## src/rtl/mem_ctrl.sv

```systemverilog
// mem_ctrl: write-side controller for a 2**m x 2**m register bank.
// Round-robin arbitration of two write requesters onto the single bank
// write port, plus a bank-clear sequence that zeroes one row per cycle.
//
// state | meaning
// ------+---------------------------------------------------------------
// IDLE  | accepting writes; a clr request starts the clear sequence
// CLEAR | zeroing rows 0..2**m-1, one per cycle; requests and clr ignored
module mem_ctrl #(
    parameter int m = 4
) (
    input  logic              clk,
    input  logic              rst,
    input  logic              req0,
    input  logic [m-1:0]      addr0,
    input  logic [2**m-1:0]   wdata0,
    output logic              ack0,
    input  logic              req1,
    input  logic [m-1:0]      addr1,
    input  logic [2**m-1:0]   wdata1,
    output logic              ack1,
    input  logic              clr,
    output logic              busy,
    output logic [2**m-1:0]   en,
    output logic [2**m-1:0]   d
);

    localparam int n = 2**m;

    typedef enum logic {
        IDLE  = 1'b0,
        CLEAR = 1'b1
    } state_t;

    state_t           state_q, state_d;
    logic [m-1:0]     cnt_q, cnt_d;
    logic             last_q, last_d;
    logic [n-1:0]     en_d;
    logic [n-1:0]     d_d;
    logic             gnt0, gnt1;

    // last_q = 1 means requester 1 won most recently, so 0 wins a tie
    assign gnt0 = req0 & (~req1 | last_q);
    assign gnt1 = req1 & (~req0 | ~last_q);
    assign busy = (state_q == CLEAR);

    // Register all state and the bank-facing outputs
    always_ff @(posedge clk or posedge rst) begin
        if (rst) begin
            state_q <= IDLE;
            cnt_q   <= '0;
            last_q  <= 1'b1;
            en      <= '0;
            d       <= '0;
        end else begin
            state_q <= state_d;
            cnt_q   <= cnt_d;
            last_q  <= last_d;
            en      <= en_d;
            d       <= d_d;
        end
    end

    // Next-state, grant and next bank-port values
    always_comb begin
        state_d = state_q;
        cnt_d   = cnt_q;
        last_d  = last_q;
        en_d    = '0;
        d_d     = d;
        ack0    = 1'b0;
        ack1    = 1'b0;
        case (state_q)
            IDLE: begin
                if (clr) begin
                    state_d = CLEAR;
                    cnt_d   = '0;
                end else if (gnt0) begin
                    ack0        = 1'b1;
                    en_d[addr0] = 1'b1;
                    d_d         = wdata0;
                    last_d      = 1'b0;
                end else if (gnt1) begin
                    ack1        = 1'b1;
                    en_d[addr1] = 1'b1;
                    d_d         = wdata1;
                    last_d      = 1'b1;
                end
            end
            CLEAR: begin
                en_d[cnt_q] = 1'b1;
                d_d         = '0;
                cnt_d       = cnt_q + m'(1);
                if (cnt_q == {m{1'b1}}) begin
                    state_d = IDLE;
                end
            end
            default: begin
                state_d = IDLE;
            end
        endcase
        // acks must read 0 for the whole time reset is held
        if (rst) begin
            ack0 = 1'b0;
            ack1 = 1'b0;
        end
    end

endmodule

```

## config.mk

```make
export PLATFORM = sky130hd
export DESIGN_NAME = mem_ctrl
export DESIGN_NICKNAME = d
export VERILOG_FILES = /design/src/rtl/mem_ctrl.sv
export SDC_FILE = /design/constraint.sdc
export NUM_CORES = 1
export LEC_CHECK = 0
export ABC_AREA = 1
export CORE_MARGIN = 5
export CORE_UTILIZATION = 45
export CTS_CLUSTER_DIAMETER = 100
export DETAILED_ROUTE_END_ITERATION = 7
export PLACE_DENSITY_LB_ADDON = 0.2
export SLEW_MARGIN = 30
export SYNTH_ARGS = -nofsm -noshare
export SYNTH_HDL_FRONTEND = slang
export SYNTH_SLANG_ARGS = --single-unit
```

## constraint.sdc

```tcl
create_clock -name clk -period 1.7 [get_ports clk]
set_input_delay 0.34 -clock clk [delete_from_list [all_inputs] [get_ports clk]]
set_output_delay 0.34 -clock clk [all_outputs]
set_load 0.02 [all_outputs]
```

==> flow_summary.toml <==
[run_status]
status = "completed"

[sta]
setup_violations = 0
period_share_pct = 95.1
fmax_ghz = 0.619
whs_ps = 484
tightest_slew_ps = 337
finalMaxSlewViolations = 0
fin_skew_ps = 5.72
max_slew_margin_pct = 77.5
min_period_ps = 1620
timing.final.hold_violations = 0

[yosys]
synth_common_cells = "nand2_1 (109), inv_1 (60), nand3_1 (38)"
yosysMostFrequentCell = "nand2_1"
synth_area_leaders = "dfrtp_1 (41%), nand2_1 (18%), inv_1 (10%)"
ys_types = 22
avgSynthCellArea_um2 = 6.96
synth_edf_count = 0
ys_warn_count = 0
async_flop_share_pct = 100
mappedNetlistArea_um2 = 2230
synth_top_area_share_pct = 41.4
seq_area_frac_synth_pct = 42.6
ys_ff_latch = 38
synthFlopType = "dfrtp_1"
syn_nets = 370
synthesis.instances = 321
synth.largest_area_cell = "dfrtp_1"

[power]
power_leakage_nw = 1.81
report.power.total_w = 0.00355
peakVddDrop_mv = 0.792
power_density_nw_per_um2 = 1070

[global_routing]
grt_pass1_vias = 2174
globalRoute.busiestLayer = "met2"
grt_max_degree = 24
grt_pass1_wl_um = 9980
grt_overflow_total = 0
antenna_found_initial = 0
grt_use_met1_pct = 25.8
use_met3_pct = 4.60
grt_usage_pct = 19.9
met2_usage_pct = 32.5

[final_layout]
n_antenna_cell = 0
multiInputGateArea_um2 = 995
drive_gt1_share_pct = 9.81
ff_latch_area_um2 = 952
syn2layout_area_growth_pct = 48.5
final_area_um2 = 3320
fillers = 415
layout.nets = 466

[drt]
via_per_inst = 4.79
drc = 0
drt_iter0_markers = 163
vias = 2322
drtPass1Iterations = 4
routedWlPerCell_um = 12.3
drtAntennaViolNets = 0
wl_um = 5990

[clock_tree]
clockBufferDepth = 2
clk_pin_slew_ps = 80
cts_setup_buffers = 0
ctsHoldBuffers = 0
clk_latency_ps = 290
cts_made_buffers = 5
clock_sinks = 38
cts_max_level = 2
tritoncts = "done"
cts_root_buffer = "clkbuf_8"

[floorplan]
dieArea_um2 = 6480
num_rows = 25
io_pins = 80
die_h_um = 80.5
core_um2 = 4790
die_x_um = 80.5
start_util_pct = 46.7

[setup_path]
endpoint_kind = "output pin"
crit_required_ps = 1360
r2r_setup_slack_ps = 290
critPathArrivalTime_ps = 1280
regToRegStartpoint = "last_q$_DFFE_PP1P_"
crit_end = "ack1"
cp_max_fo = 2
startpoint = "last_q$_DFFE_PP1P_"
r2r_end = "d[7]$_DFFE_PP0P_"
worst-path-buf-inv = 2
critPathTopFamily = "flip-flops"
cp_slowest_cell = "dfstp_2"
cp.depth = 5
crit_chain = "buf_4, nand2_2, nand2_1, nor3_2, buf_4"
critPathMaxStageDelay_ps = 540
critPathLaunchType = "flop"
reg2regPathDepth = 8
crit_type = "reg2out"
crit_top_cell = "buf_4"

[run]
cap_violations = 0

[place]
dp_hpwl_um = 4760
post_dp_cell_area_um2 = 3220
gp_congestion = 0.913
io_buffers = 79

[min_path]
hp-class = "reg2reg"
## how the worst min path moves through the flow
stage                                   from                 end  slack [ps]  cells after the start
after floorplan           last_q$_DFFE_PP1P_  last_q$_DFFE_PP1P_         490                      2
after global placement      d[2]$_DFFE_PP0P_    d[2]$_DFFE_PP0P_         460                      2
after detailed placement   d[13]$_DFFE_PP0P_   d[13]$_DFFE_PP0P_         460                      2
after CTS                                rst    d[6]$_DFFE_PP0P_         460                      3
after global routing        d[7]$_DFFE_PP0P_    d[7]$_DFFE_PP0P_         500                      2
final                       d[6]$_DFFE_PP0P_    d[6]$_DFFE_PP0P_         480                      2
## worst reg2reg max path: cells and delay by family, from the launching register on
family	cells	cell delay (ps)
flops	1	540
buf+inv	3	400
simple gates	5	340
## logic make-up after synthesis
family	synth area share [%]
AND/OR/NAND/NOR	39.7
adder cells (fa/ha/maj)	2.24
AO/OA/AOI/OAI	2.13
buffers and inverters	13.3
flip-flops	42.6
## cells in the final DEF, fill, tap and decap left out, types with 2 or more instances in the layout
cell type	instances
nand2_1	109
clkdlybuf4s50_1	76
inv_1	60
nand3_1	38
dfrtp_1	37
nor2_1	29
buf_4	18
nand4_1	13
clkbuf_8	6
o21ai_0	4
ha_1	4
nand2_2	3
nor3_1	3
buf_12	3
inv_2	2
nor2_4	2
nor3_2	2
## through the flow
stage	setup slack, ps	utilization [%]	TNS, ps	cells
2_1_floorplan	14.8	-	0	321
3_3_place_gp	-387	67.4	-763	477
3_5_place_dp	-424	67.4	-834	477
4_1_cts	44.1	69.0	0	485
5_1_grt	-2.18	69.4	-2.18	485
6_report	83.5	69.4	0	485
## flip-flops by register name (all words and copies together), names as in the netlist
register	cells
cnt_q	4
d	16
busy	1
en	16
last_q	1
## area by class of cell
type                       instances  share of cell area [%]
clock buffer                       7                    2.60
clock inverter                     1                   0.151
inverter                          62                    7.01
multi-input combinational        212                    30.0
sequential                        38                    28.7
tap                               67                    2.53
timing repair buffer              98                    29.1
## power by group
group / switching, W / internal, W
clock network: 0.000308 / 0.000327
registers: 0.000141 / 0.00112
logic: 0.000942 / 0.000712
total: 0.00139 / 0.00216
## routing by layer
metal,vias to the layer above,share of wire [%]
met3,13,7.2
met2,74,49
met4,0,2.0
li1,1174,-
met5,-,0
met1,1061,42
## timing repair
item / CTS / global route
pin swaps: 0 / 0
setup endpoints to repair: 3 / 2
gates cloned: 0 / 0
resized for setup: 11 / 4
No activity file was read; power rests on OpenSTA's default activity.
